**config.mk**
```make
export PLATFORM = sky130hd
export DESIGN_NAME = fifo_block_serializer
export DESIGN_NICKNAME = d
export VERILOG_FILES = /design/src/rtl/fifo_block_serializer.sv
export SDC_FILE = /design/constraint.sdc
export NUM_CORES = 1
export LEC_CHECK = 0
export BUFFER_PORTS_ARGS = -buffer_cell sky130_fd_sc_hd__buf_2
export CAP_MARGIN = 20
export CORE_MARGIN = 3
export CORE_UTILIZATION = 30
export DETAILED_ROUTE_END_ITERATION = 12
export PLACE_DENSITY_LB_ADDON = 0.08
export SLEW_MARGIN = 40
export SYNTH_ARGS = -nofsm -noshare
export SYNTH_HDL_FRONTEND = slang
export SYNTH_SLANG_ARGS = --single-unit
```
**constraint.sdc**
```tcl
create_clock -name clk -period 3 [get_ports clk]
set_input_delay 0.6 -clock clk [delete_from_list [all_inputs] [get_ports clk]]
set_output_delay 0.6 -clock clk [all_outputs]
set_load 0.05 [all_outputs]
```
**src/rtl/fifo_block_serializer.sv**
```systemverilog
// Reads one BLOCK_WORDS block from a non-showahead FIFO once enough words are present,
// and serialises every word into WORD_W/8 bytes on a valid/ready byte stream.
`timescale 1ns/1ps
module fifo_block_serializer #(
  parameter int WORD_W      = 16,
  parameter int USEDW_W     = 10,
  parameter int BLOCK_WORDS = 512,
  parameter int MSB_FIRST   = 1
) (
  input  logic               clk,
  input  logic               rst_n,
  input  logic [USEDW_W-1:0] fifo_usedw,
  input  logic               fifo_empty,
  input  logic [WORD_W-1:0]  fifo_q,
  output logic               fifo_rdreq,
  output logic [7:0]         out_data,
  output logic               out_valid,
  input  logic               out_ready,
  input  logic               abort,
  output logic               busy,
  output logic               block_done,
  output logic               block_aborted
);

  localparam int BYTES = WORD_W / 8;
  localparam int WCW   = $clog2(BLOCK_WORDS + 1);
  localparam int BIW   = $clog2(BYTES) + 1;

  typedef enum logic [2:0] {IDLE, FETCH, LOAD, SEND, DONE} state_t;

  state_t            state_q, state_d;
  logic [WCW-1:0]    word_cnt_q, word_cnt_d;
  logic [BIW-1:0]    byte_idx_q, byte_idx_d;
  logic [WORD_W-1:0] sreg_q, sreg_d;
  logic              aborted_q, aborted_d;
  logic              beat;
  logic              last_byte;

  always_ff @(posedge clk or negedge rst_n) begin
    if (!rst_n) begin
      state_q    <= IDLE;
      word_cnt_q <= '0;
      byte_idx_q <= '0;
      sreg_q     <= '0;
      aborted_q  <= 1'b0;
    end else begin
      state_q    <= state_d;
      word_cnt_q <= word_cnt_d;
      byte_idx_q <= byte_idx_d;
      sreg_q     <= sreg_d;
      aborted_q  <= aborted_d;
    end
  end

  assign beat      = (state_q == SEND) && out_ready;
  assign last_byte = (byte_idx_q == BIW'(BYTES - 1));

  always_comb begin
    state_d    = state_q;
    word_cnt_d = word_cnt_q;
    byte_idx_d = byte_idx_q;
    sreg_d     = sreg_q;
    aborted_d  = 1'b0;
    // The read is suppressed on an abort cycle so the word stays in the FIFO.
    fifo_rdreq = (state_q == FETCH) && !fifo_empty && !abort;

    case (state_q)
      IDLE: begin
        word_cnt_d = '0;
        if ((fifo_usedw >= USEDW_W'(BLOCK_WORDS)) && !abort) state_d = FETCH;
      end
      FETCH: if (!fifo_empty) state_d = LOAD;
      LOAD: begin
        sreg_d     = fifo_q;
        byte_idx_d = '0;
        state_d    = SEND;
      end
      SEND: begin
        if (beat) begin
          byte_idx_d = byte_idx_q + 1'b1;
          if (MSB_FIRST != 0) sreg_d = sreg_q << 8;
          else                sreg_d = sreg_q >> 8;
          if (last_byte) begin
            if (word_cnt_q == WCW'(BLOCK_WORDS - 1)) begin
              state_d = DONE;
            end else begin
              word_cnt_d = word_cnt_q + 1'b1;
              state_d    = FETCH;
            end
          end
        end
      end
      DONE:    state_d = IDLE;
      default: state_d = IDLE;
    endcase

    // Abort overrides every transition, including the final beat of a block.
    if (abort && (state_q != IDLE)) begin
      state_d   = IDLE;
      aborted_d = 1'b1;
    end
  end

  assign out_data      = (MSB_FIRST != 0) ? sreg_q[WORD_W-1 -: 8] : sreg_q[7:0];
  assign out_valid     = (state_q == SEND);
  assign busy          = (state_q != IDLE);
  assign block_done    = (state_q == DONE);
  assign block_aborted = aborted_q;

endmodule
```
# Word-level counts from Yosys, hierarchy flattened
# Index checks and enable logic that the tools add are counted.
# W data, S select, Z words.
# classes
add_sub_neg	2
order_cmp	1
eq_ne	13
mux	16
reduce_logical	14
# op_table
op	n
$pmux W16 S2	1
$mux W10	3
$pmux W10 S2	1
$mux W3	6
$mux W16	1
$pmux W3 S4	1
$add A10 B1 Y10 const B	1
$eq A10 B9 Y1 const B	1
$ge A10 B10 Y1 const B	1
$reduce_and A4 Y1	2
$eq A3 B2 Y1 const B	2
$ne A3 B1 Y1 const B	2
$logic_and A1 B1 Y1	5
$ne A2 B1 Y1 const B	2
$pmux W2 S2	1
$reduce_bool A2 Y1	2
$eq A3 B1 Y1 const B	1
$eq A3 B3 Y1 const B	1
$logic_not A3 Y1	1
$ne A3 B2 Y1 const B	1
$ne A3 B3 Y1 const B	1
$reduce_bool A3 Y1	1
$add A2 B1 Y2 const B	1
$eq A2 B1 Y1 const B	1
5 further kinds	6
# totals
regBits	32
inputBits	31
output_inout_bits	13
wordCells	51

# Logic depth before layout (Yosys ltp)
# Gate-level depths: netlist (run 1).
# logic_depth
ltp_word	6
mapped_depth	8
depth_no_buf	6

# Least setup slack after synthesis (run 1)
# OpenSTA, ideal clock, no wires.
# synth_path
path_type	input to output
from	input abort
to	output fifo_rdreq
t_arrival_ns	2.319
t_required_ns	2.400
path_slack_ns	0.081
stages	2
n_path_buf	0
cell_sequence	nor2_1 -> nor4b_1
# synth_via
elab_chain_len	2
# synth_rtl
element	line_no	source
start, declared	19	input logic abort,
$logic_not A1 Y1	65	fifo_rdreq = (state_q == FETCH) && !fifo_empty && !abort;
$logic_and A1 B1 Y1	65	
end, declared	15	output logic fifo_rdreq,
# No other way between the ends.

# Final worst setup path (run 1)
# layout_path
from	register state_q[2]
to	output out_valid
# layout_via
elab_chain_len	1
# layout_rtl
element	line_no	source
start, declared	31	state_t state_q, state_d;
start signal, assigned	47	state_q <= state_d;
$eq A3 B2 Y1	105	assign out_valid = (state_q == SEND);
end, declared	17	output logic out_valid,
# No other way between the ends.

==> metrics.txt, run 1 <==
vias in the first global route 1290; Post-synth EDFFs 0; global-route wire length before repair roughly 6 mm; Worst Hold Class input pin to async pin; CP dominant cell by count inv_1; ranking of synthesized cells by area dfrtp_1 (49%), mux2i_1 (4.9%), o21ai_0 (4.9%), a22o_1 (4.3%), buf_4 (4.2%); vias between 1000 and 1500; CP max stage delay 0.46 ns; first-pass iteration count of the detailed router 4; crit path kind flop to primary output; Syn Std Cell Area 1620 sq um; Leak Pwr 0.852 nW; Routed WL per cell 13.4 um; Critical R2R Capture word_cnt_q[3]$_DFFE_PN0P_; diode count 0; post-synthesis cell count 163; Die Y-Extent around 80 um; Worst-Skew Late Latency 0.29 ns; Critical Path End Type primary output; CTS tree done; maxcap violations 0; vias per inst 4.95; Total Negative Setup Slacks 0 ns; Cell Area, Placed 1780 sq um; final setup vio count 0; I/O pin count 44; Critical R2R Launch state_q[1]$_DFFE_PN0P_; WP data required 2.40 ns; clk buf depth 2; Crit path max-delay family buffers and inverters; H-tree Lvls 2; Final min period 2.18 ns; Worst Tran Pin Value 0.691 ns; Core Rows 26; max-slew violation count 0; fin area 1880 sq um; post-cts hold buffer count 0; Mapped Nets 196; FFs w/ async S/R, synth 1.00; sequential-to-total area share from yosys stat 0.493; Root Driver clkbuf_8; PostCTS Resize Cnt 0; status complete, no violations; reg2reg setup slack 1.08 ns; synthesized flop and latch total 32; Die ar. 6330 sq um; critical path arrival approximately 1.6 ns; PD cells between 600 and 700 nW/um^2; Worst-path clk slew 0.08 ns; initial antenna violation count 0; GP Congestion 0.714; Total Wirelength 3.47 mm; initial DRC count 109; RSZ-0062 raised after global routing no; fin nets between 200 and 250; most frequent cells in the layout buf_2 (33), dfrtp_1 (32), nand2_1 (16), o21ai_0 (16); cell accounting for the most synthesized area dfrtp_1; critical path, cell by cell inv_1, nand3_1, inv_1, buf_4, buf_2; Slew headroom 0.537; Max Freq 0.458 GHz; Most used DFF post-synth dfrtp_1; Layout area overhead 15.8%; Fin. Hold Viols 0; Syn. warnings 0; GRT overflow 0; # fillers about 530; All-Layer GR Usage 0.122; largest net degree at the start of global routing 33; startpoint types flop; Port-buffer cells 34; worst-path fanout max 13; postcts setup bufs 0; dpl hpwl 2.44 mm; TritonCTS Sinks 32; Worst IR Drop VDD 0.000278 V; top cell type's share of synthesized area 0.493; fin crit share 0.728; layout cell share with drive strength beyond 1 0.253; Num CTS Buffers 5; Buf+Inv Stages, Crit Path 4; die width between 70 and 80 um; Final Skew between 0.01 and 0.015 ns; worst reg-to-reg path cell count 4; most common cell after layout, fill and taps aside buf_2; Routed Antenna Nets 0; CP max stage cell dfrtp_1; initial core utilization 0.314; DRC 0; synthesized area per cell 9.96 sq um; number of distinct library cells after synthesis 32; Core Area 5170 sq um
worst max-delay path by stage:
stage                           start                        end  cells after the start
2_1_floorplan                   abort                 fifo_rdreq                      2
3_3_place_gp                out_ready  word_cnt_q[3]$_DFFE_PN0P_                      5
4_1_cts        state_q[2]$_DFFE_PN0P_                  out_valid                      5
5_1_grt        state_q[2]$_DFFE_PN0P_                  out_valid                      5
3_5_place_dp                out_ready  word_cnt_q[3]$_DFFE_PN0P_                      5
6_report       state_q[2]$_DFFE_PN0P_                  out_valid                      5
layout make-up:
class,count,area [sq um],area share
Clock inverter,3,23.8,0.0126
Inverter,5,18.8,0.00999
Multi-Input combinational cell,108,684,0.364
Timing Repair Buffer,37,195,0.104
Tap cell,70,87.6,0.0466
Sequential cell,32,801,0.426
Clock buffer,5,68.8,0.0366
through the flow:
stage | util | cells | hold WS (ns) | setup WS [ns] | power [W]
2_1_floorplan | - | 163 | 0.304 | 0.0807 | 0.000857
3_3_place_gp | 0.345 | 252 | 0.459 | 0.975 | 0.000888
3_5_place_dp | 0.345 | 252 | 0.466 | 0.959 | 0.000895
4_1_cts | 0.363 | 260 | 0.393 | 0.799 | 0.00124
5_1_grt | 0.363 | 260 | 0.276 | 0.680 | 0.00130
6_report | 0.363 | 260 | 0.246 | 0.815 | 0.00122
registers in the layout (all words and copies together), names as in the netlist:
register       flops
block_aborted      1
state_q            3
byte_idx_q         2
word_cnt_q        10
sreg_q            16
kinds of logic after synthesis:
family	share of synthesized area
AOI/OAI and AO/OA	0.177
adders and majority gates	0.0154
buffers and inverters	0.0848
DFF	0.493
muxes	0.0493
and+or+nand+nor	0.180
routing by layer:
| layer | vias to the layer above | part of all wire | track usage |
|---|---|---|---|
| li1 | 640 | - | - |
| met3 | 4 | 0.057 | 0.0418 |
| met1 | 609 | 0.46 | 0.151 |
| met4 | 0 | 0.0098 | 0.0430 |
| met2 | 33 | 0.47 | 0.197 |
| met5 | - | 0 | 0 |
synth_stat cells, types with 2 or more instances:
cell and number:
buf_4 9, inv_1 5, nor3_1 3, a21oi_1 8, and4_1 2, o31ai_1 6
buf_2 2, nor2_1 7, nand4_1 6, nand3_1 6, clkbuf_1 4, dfrtp_1 32
o21a_1 2, nand2_1 16, mux2i_1 8, buf_6 2, o21ai_0 16, ha_1 2
or4_1 5, and2_1 3, a22o_1 8
worst register-to-register path, stage by stage, from the launching register on:
cell and delay, ns:
dfrtp_1 0.48, or2_0 0.35, a21o_1 0.32, or4_1 0.55, a21oi_1 0.16
where the power goes:
| part | total [W] | internal, W | leakage [nW] | switching [W] |
|---|---|---|---|---|
| logic | 0.000333 | 0.0000957 | 0.390 | 0.000238 |
| clock network | 0.000337 | 0.000164 | 0.0404 | 0.000173 |
| registers | 0.000550 | 0.000507 | 0.421 | 0.0000427 |
| total | 0.00122 | 0.000767 | 0.852 | 0.000453 |
(Power assumes the default switching activity.)
==> run 2: changes to the inputs <==
==> constraint.sdc (replaced) <==
create_clock -name clk -period 2.1 [get_ports clk]
set_input_delay 0.42 -clock clk [delete_from_list [all_inputs] [get_ports clk]]
set_output_delay 0.42 -clock clk [all_outputs]
set_load 0.05 [all_outputs]
==> run 2 against run 1 <==
  * Design area grew 2.9%
  * Critical path type is now flop to flop
  * Worst hold slack lost 0.17 ns
  * Register-to-register slack lost 0.93 ns
  * Final cell count grew 0.77%
  * Die area is the same
  * Global-route usage grew 0.17 points
  * Setup slack lost 0.66 ns
==> metrics.txt, run 2 (synthesized netlist as in run 1, its figures left out) <==
most common cell after layout, fill and taps aside buf_2; reg2reg setup slack 0.15 ns (-0.93 ns); Worst Tran Pin Value 0.411 ns (-0.280 ns); vias in the first global route 1283 (-0.54%); worst setup margin 0.154 ns (-0.661 ns); worst-path fanout max 13 (unchanged); Setup WS pre-CTS 0.145 ns (-0.814 ns); fin nets 224 (+0.90%); Biggest register sreg_q; Critical Path End Type flop; WL met1 1.69 mm (+5.5%); WP data required 2.30 ns (-0.10 ns); maxcap violations 0 (unchanged); first-pass iteration count of the detailed router 4 (unchanged); most frequent cells in the layout buf_2 (33), dfrtp_1 (32), nand2_1 (16), o21ai_0 (16); diode count 0 (unchanged); DRC 0 (unchanged); vias per inst 4.93 (-0.38%); Die Y-Extent 79.6 um (unchanged); Die ar. 6330 sq um (unchanged); Reg area 801 sq um (unchanged); Total Wirelength 3.61 mm (+3.9%); Combinational Power Share 0.251 (-0.022); Layout area overhead 19.2%; startpoint types flop; largest net degree at the start of global routing 33 (unchanged); Slew headroom 0.726 (+0.189); Routed WL per cell 13.8 um (+3.2%); final hold slack 0.0749 ns (-0.171 ns); GRT overflow 0 (unchanged); max FFs per register 16 (unchanged); Critical R2R Capture word_cnt_q[7]$_DFFE_PN0P_; Leak Pwr 0.887 nW (+4.1%); Port-buffer cells 34 (unchanged); Worst Hold Class input pin to async pin; Top Layer Used met4; Worst-Skew Late Latency 0.27 ns (-0.02 ns); Total Negative Setup Slacks 0 ns (unchanged); RSZ-0062 raised after global routing no; I/O pin count 44 (unchanged); Worst-path clk slew 0.07 ns (about the same); sw power 0.000625 W (+38%); All-Layer GR Usage 0.124 (+0.00170); postcts setup bufs 0 (unchanged); fin crit share 0.926; die width 79.6 um (unchanged); PostCTS Resize Cnt 0 (unchanged); Root Driver clkbuf_8; Core Rows 26 (unchanged); global-route wire length before repair 6.16 mm (+2.2%); critical path arrival 2.15 ns (+0.57 ns); Reg power frac 0.415 (-0.035); crit path kind flop to flop; dpl hpwl 2.64 mm (+8.0%); Final min period 1.95 ns; GP Congestion 0.670 (-6.2%); CTS tree done; Pwr Total 0.00191 W (+56%); clk buf depth 2 (unchanged); # fillers 524 (-0.95%); vias 1291 (+0.39%); PD cells 986 nW/um^2 (+52%); TritonCTS Sinks 32 (unchanged); Fin. Hold Viols 0 (unchanged); met3 WL 208 um (+5.1%); post-cts hold buffer count 0 (unchanged); Core Area 5170 sq um (unchanged); switch share 0.328 (-0.0440); Worst IR Drop VDD 0.000448 V (+61%); Routed Antenna Nets 0 (unchanged); met2 WL 1.68 mm (+2.4%); Critical R2R Launch state_q[1]$_DFFE_PN0P_; internal power 0.00128 W (+67%); initial DRC count 79 (-28%); Final Skew 0.00445 ns (-0.00609 ns); initial core utilization 0.314 (unchanged); final setup vio count 0 (unchanged); Num CTS Buffers 5 (unchanged); clock power share 0.334 (+0.058); Largest regs sreg_q: 16 flops, word_cnt_q: 10 flops, state_q: 3 flops; max-slew violation count 0 (unchanged); status complete, no violations; initial antenna violation count 0 (unchanged); worst reg-to-reg path cell count 4 (unchanged); Max Freq 0.514 GHz; layout cell share with drive strength beyond 1 0.266 (+0.0130); H-tree Lvls 2 (unchanged); Multi-input gate area 691 sq um (+0.91%)
run 2: worst max path at each step:
stage | from | endpoint | cells past startpoint
after floorplan | state_q[2]$_DFFE_PN0P_ | sreg_q[14]$_DFFE_PN0P_ | 7
after global placement | state_q[1]$_DFFE_PN0P_ | word_cnt_q[3]$_DFFE_PN0P_ | 4
after detailed placement | state_q[1]$_DFFE_PN0P_ | word_cnt_q[4]$_DFFE_PN0P_ | 4
after CTS | state_q[1]$_DFFE_PN0P_ | word_cnt_q[7]$_DFFE_PN0P_ | 4
after global routing | state_q[1]$_DFFE_PN0P_ | word_cnt_q[7]$_DFFE_PN0P_ | 4
final | state_q[1]$_DFFE_PN0P_ | word_cnt_q[7]$_DFFE_PN0P_ | 4
run 2: final cells by class:
type	instances	area share
clock buffer	7	0.0498
clock inverter	1	0.0155
timing repair buffer	39	0.109
multi-input combinational	108	0.357
tap	70	0.0453
sequential	32	0.414
inverter	5	0.00970
run 2: per-stage QoR:
stage / instances / instance area (sq um) / util
6_report: 262 / 1930 / 0.374
5_1_grt: 262 / 1930 / 0.374
4_1_cts: 262 / 1930 / 0.373
3_5_place_dp: 254 / 1810 / 0.349
3_3_place_gp: 254 / 1810 / 0.349
2_1_floorplan: 163 / 1630 / -
run 2: power by group through the flow:
stage	Combinational [W]	Clock, W	Sequential, W
floorplan	0.000442	0	0.000784
global placement	0.000478	0	0.000798
detailed placement	0.000489	0	0.000801
CTS	0.000485	0.000662	0.000794
global route	0.000520	0.000692	0.000809
finish	0.000478	0.000637	0.000792
run 2: metal layers:
layer  up-vias  GRT usage
met1       613      0.162
li1        643          -
met3         4     0.0372
met4         0     0.0412
met5         -          0
met2        31      0.194
run 2: worst max-delay path, stage by stage, from the launching register on:
cell,delay [ns]
dfrtp_1,0.48
or2_0,0.36
a21o_1,0.32
or4_1,0.55
a21oi_1,0.15
